File: src/rtl/spi_rx_pkg.sv
// Shared constants and types for the SPI receive path and its transmitter peer.
package spi_rx_pkg;

  localparam int CLK_FREQ        = 100_000_000;
  localparam int SCL_FREQ        = 15_000_000;
  localparam int SPI_WIDTH       = 8;
  localparam int SPI_SYNC_STAGES = 2;

  typedef enum logic {
    IDLE  = 1'b0,
    SHIFT = 1'b1
  } spi_state_t;

endpackage

File: src/rtl/spi_sync_edge.sv
// Multi-flop pin synchronizer followed by a history flop, producing the
// synchronized level plus single-cycle rise and fall pulses.
module spi_sync_edge #(
  parameter int   SYNC_STAGES = 2,
  parameter logic RESET_VAL   = 1'b0
) (
  input  logic clk,
  input  logic reset,
  input  logic i_pin,
  output logic o_level,
  output logic o_rise,
  output logic o_fall
);

  logic [SYNC_STAGES-1:0] r_sync;
  logic                   r_prev;

  // Shift the raw pin through the synchronizer chain and keep one cycle of history
  always_ff @(posedge clk) begin
    if (reset) begin
      r_sync <= {SYNC_STAGES{RESET_VAL}};
      r_prev <= RESET_VAL;
    end else begin
      r_sync <= {r_sync[SYNC_STAGES-2:0], i_pin};
      r_prev <= r_sync[SYNC_STAGES-1];
    end
  end

  assign o_level = r_sync[SYNC_STAGES-1];
  assign o_rise  = r_sync[SYNC_STAGES-1] & ~r_prev;
  assign o_fall  = ~r_sync[SYNC_STAGES-1] & r_prev;

endmodule

File: src/rtl/spi_rx.sv
// Mode-0, MSB-first SPI slave receiver. Pins are oversampled by clk, each
// completed frame is presented with a one-cycle valid pulse, and a chip-select
// release in the middle of a frame produces a one-cycle frame_err pulse.
module spi_rx
  import spi_rx_pkg::*;
#(
  parameter int WIDTH       = SPI_WIDTH,
  parameter int SYNC_STAGES = SPI_SYNC_STAGES
) (
  input  logic             clk,
  input  logic             reset,
  input  logic             scl,
  input  logic             sda,
  input  logic             cs,
  output logic [WIDTH-1:0] data_out,
  output logic             valid,
  output logic             busy,
  output logic             frame_err
);

  localparam int CNT_W = $clog2(WIDTH);
  localparam logic [CNT_W-1:0] LAST_BIT = CNT_W'(WIDTH - 1);

  logic w_sclS;
  logic w_sclRise;
  logic w_sdaS;
  logic w_csS;
  logic w_csRise;
  logic w_csFall;

  spi_state_t r_state;
  spi_state_t w_nextState;
  logic       w_busy;

  logic [WIDTH-1:0] r_shreg;
  logic [CNT_W-1:0] r_bitCnt;
  logic [WIDTH-1:0] r_dataOut;
  logic             r_valid;
  logic             r_frameErr;
  logic [WIDTH-1:0] w_shifted;

  spi_sync_edge #(.SYNC_STAGES(SYNC_STAGES), .RESET_VAL(1'b0)) u_syncScl (
    .clk     (clk),
    .reset   (reset),
    .i_pin   (scl),
    .o_level (w_sclS),
    .o_rise  (w_sclRise),
    .o_fall  ()
  );

  spi_sync_edge #(.SYNC_STAGES(SYNC_STAGES), .RESET_VAL(1'b0)) u_syncSda (
    .clk     (clk),
    .reset   (reset),
    .i_pin   (sda),
    .o_level (w_sdaS),
    .o_rise  (),
    .o_fall  ()
  );

  spi_sync_edge #(.SYNC_STAGES(SYNC_STAGES), .RESET_VAL(1'b1)) u_syncCs (
    .clk     (clk),
    .reset   (reset),
    .i_pin   (cs),
    .o_level (w_csS),
    .o_rise  (w_csRise),
    .o_fall  (w_csFall)
  );

  assign w_shifted = {r_shreg[WIDTH-2:0], w_sdaS};

  // State register
  always_ff @(posedge clk) begin
    if (reset) begin
      r_state <= IDLE;
    end else begin
      r_state <= w_nextState;
    end
  end

  // Next state: a select opens a frame window, a deselect closes it
  always_comb begin
    w_nextState = r_state;
    case (r_state)
      IDLE:    if (w_csFall) w_nextState = SHIFT;
      SHIFT:   if (w_csRise) w_nextState = IDLE;
      default: w_nextState = IDLE;
    endcase
  end

  // FSM outputs: busy marks an open frame window
  always_comb begin
    w_busy = 1'b0;
    case (r_state)
      SHIFT:   w_busy = 1'b1;
      default: w_busy = 1'b0;
    endcase
  end

  // Shifter, bit counter and the valid/frame_err pulses; a cs release wins
  // over a coincident scl edge, which is dropped
  always_ff @(posedge clk) begin
    if (reset) begin
      r_shreg    <= '0;
      r_bitCnt   <= '0;
      r_dataOut  <= '0;
      r_valid    <= 1'b0;
      r_frameErr <= 1'b0;
    end else begin
      r_valid    <= 1'b0;
      r_frameErr <= 1'b0;
      if (r_state == IDLE) begin
        if (w_csFall) begin
          r_shreg  <= '0;
          r_bitCnt <= '0;
        end
      end else begin
        if (w_csRise) begin
          r_frameErr <= (r_bitCnt != '0);
          r_shreg    <= '0;
          r_bitCnt   <= '0;
        end else if (w_sclRise && !w_csS) begin
          r_shreg <= w_shifted;
          if (r_bitCnt == LAST_BIT) begin
            r_dataOut <= w_shifted;
            r_valid   <= 1'b1;
            r_bitCnt  <= '0;
          end else begin
            r_bitCnt <= r_bitCnt + 1'b1;
          end
        end
      end
    end
  end

  assign data_out  = r_dataOut;
  assign valid     = r_valid;
  assign busy      = w_busy;
  assign frame_err = r_frameErr;

  // Synchronized scl level is only consumed through its rise pulse
  logic w_unusedScl;
  assign w_unusedScl = w_sclS;

endmodule

File: config.mk
export PLATFORM = sky130hd
export DESIGN_NAME = spi_rx
export DESIGN_NICKNAME = d
export VERILOG_FILES = /design/src/rtl/spi_rx_pkg.sv /design/src/rtl/spi_sync_edge.sv /design/src/rtl/spi_rx.sv
export SDC_FILE = /design/constraint.sdc
export NUM_CORES = 1
export LEC_CHECK = 0
export BUFFER_PORTS_ARGS = -buffer_cell sky130_fd_sc_hd__buf_2
export CELL_PAD_IN_SITES_DETAIL_PLACEMENT = 2
export CELL_PAD_IN_SITES_GLOBAL_PLACEMENT = 2
export CORE_MARGIN = 2
export CORE_UTILIZATION = 35
export DETAILED_ROUTE_END_ITERATION = 10
export GPL_ROUTABILITY_DRIVEN = 0
export PLACE_DENSITY_LB_ADDON = 0.1
export RECOVER_POWER = 25
export SETUP_SLACK_MARGIN = 0.15
export SYNTH_ARGS = -nofsm -noshare
export SYNTH_HDL_FRONTEND = slang
export SYNTH_HIERARCHICAL = 1
export SYNTH_SLANG_ARGS = --single-unit
File: constraint.sdc
create_clock -name clk -period 1.8 [get_ports clk]
set_input_delay 0.36 -clock clk [delete_from_list [all_inputs] [get_ports clk]]
set_output_delay 0.36 -clock clk [all_outputs]
set_load 0.1 [all_outputs]
==> flow_summary.yaml <==
run_status:
  status: "completed"
power_and_ir_drop:
  power_mw: 1.09
  p_per_area_nw_per_um2: 818
  power.static_leakage_nw: 0.558
  ir_drop_v: 0.000412
critical_path:
  critical_path.max_stage_delay_ns: 0.36
  crit_path_top_delay_cell: "dfxtp_1"
  arrival_ns: 1.77
  cp_num_buf_inv: 1
  crit_fanout: 6
  critPathKind: "flop to flop"
  crit_chain: "nor2b_1 -> nand2b_1 -> o22a_1 -> buf_4 -> mux2i_1"
  required_ns: 2.05
  cp_top_family: "simple AND/OR/NAND/NOR gates"
  end_kind: "flop"
  start_kind: "flop"
synthesis:
  synth_area_sq_um: 1160
  yosys_warnings: 6
  synth_fp_nets: 117
  syn_avg_cell_area_sq_um: 10.6
  synthCells: 109
detailed_routing:
  drc: 0
  drt_wl_total_mm: 2.30
  first_pass_iters: 4
  vias: 795
  postRouteAntennaNets: 0
  wl_met1_microns: 981
  drt-initial-drc-count: 11
  avgRoutedWirePerCell_microns: 13.2
  met3_length_microns: 95
  wl_met2_mm: 1.19
  viasPerCell: 4.57
  top_layer_used: "met4"
clock_tree:
  cts_buffers: 5
  clk_pin_slew_ns: 0.09
  cts-root-buf: "clkbuf_4"
  htreeDepth: 2
  cts_setup_buffers: 0
  cts_buffer_depth: 2
  cts_tree: "done"
  cts_sinks: 29
  clk_latency_ns: 0.32
final_layout:
  syn_to_final_growth_pct: 15.2
  layoutNonFillerInstCount: 174
  diodes: 0
  fin_nets: 137
  final.fill_count: 352
  drive_above_1_share_pct: 23.8
global_route:
  gr-total-overflow: 0
  antenna_found_initial: 0
  grt_first_pass_wirelength_mm: 3.71
  grt_max_degree: 34
  grt_pass1_vias: 806
  grt_use_total_pct: 14.3
timing:
  period_share_pct: 84.5
  hold_violations: 0
  max_slew_margin_pct: 26.9
  setup_tns_ns: 0
  finalClockSkew_ns: 0.0105
  finalCriticalPeriod_ns: 1.52
  fin_ws_ns: 0.279
  rsz0062_at_grt: "no"
  final_max_slew_viol_count: 0
  holdWs_ns: 0.217
  worstMarginPinSlew_ns: 1.10
  finalSetupViolations: 0
  fmax_mhz: 657
floorplan:
  die_area_sq_um: 3790
  core-area_sq_um: 3100
  die_y_microns: 61.5
  rows: 20
  start_util_pct: 37.3
  io_pins: 16
  fp.dieW_microns: 61.5
worst_hold_path:
  hold_path.class: "input pin to flop"
run:
  cap_violations: 0
placement:
  hpwlAfterDp_mm: 1.62
  dp_slack_ns: 0.288
  dp.cells: 166
  io_buffers: 15
## final cells by class
cell class / instances / area, sq um / share of cell area [%]
Sequential cell: 29 / 582 / 43.6
Multi-Input combinational cell: 73 / 543 / 40.7
Timing Repair Buffer: 18 / 96.3 / 7.22
Tap cell: 44 / 55.1 / 4.12
Clock buffer: 6 / 41.3 / 3.09
Clock inverter: 2 / 10.0 / 0.750
Inverter: 2 / 7.51 / 0.562
## report_power, final
group | total [mW] | internal, mW | switching [mW]
Combinational | 0.0709 | 0.0328 | 0.0380
Clock | 0.367 | 0.148 | 0.218
Sequential | 0.655 | 0.650 | 0.00460
Total | 1.09 | 0.832 | 0.261
## flip-flops by register name, summed over array words and instances, names as in the netlist, 2 cells and up
signal and flops:
r_shreg 7, data_out 8, u_syncScl/r_sync 2, r_bitCnt 3
u_syncSda/r_sync 2, u_syncCs/r_sync 2
## final timing paths
| path | depth (start not counted) | slack [ns] | from | to |
|---|---|---|---|---|
| max | 5 | 0.28 | u_syncCs/r_sync[1] | r_shreg[4] |
| min | 2 | 0.22 | cs | u_syncCs/r_sync[0] |
| max reg2reg | 5 | 0.28 | u_syncCs/r_sync[1] | r_shreg[4] |
| min reg2reg | 1 | 0.42 | u_syncCs/r_sync[0] | u_syncCs/r_sync[1] |
## metrics by stage
step	area, sq um	utilization (%)
after CTS	1340	43.1
after detailed placement	1280	41.4
after floorplan	1160	-
after global routing	1340	43.0
after global placement	1280	41.4
final	1340	43.0
## layout by cell type, fill, tap and decap left out
master / instances
a21oi_1: 1
and2b_1: 2
and3_1: 1
buf_2: 14
buf_4: 3
clkbuf_1: 2
clkbuf_4: 5
clkinv_2: 2
dfxtp_1: 28
dfxtp_2: 1
ha_1: 3
inv_1: 2
mux2i_1: 18
nand2_1: 1
nand2b_1: 21
nand3_1: 1
nand3b_1: 2
nor2_1: 1
nor2b_1: 9
nor3_1: 1
o22a_1: 1
or2_1: 4
or2_2: 6
or4_1: 1
## per-layer routing
layer / GRT usage [%] / up-vias
met5: 0 / -
met4: 5.47 / 0
met3: 6.30 / 6
met2: 24.8 / 15
met1: 15.3 / 382
li1: - / 392
## worst register-to-register path, cell delays in order, from the launching register on
cell and delay (ns):
dfxtp_1 0.36, nor2b_1 0.21, nand2b_1 0.27, o22a_1 0.23, buf_4 0.19, mux2i_1 0.19
## repair_timing
| item | 4_1_cts | 5_1_grt |
|---|---|---|
| resized for setup | 0 | 1 |
| setup endpoints to repair | 0 | 3 |
| hold buffers | 0 | 0 |
Power figures use the tool's default switching activity.
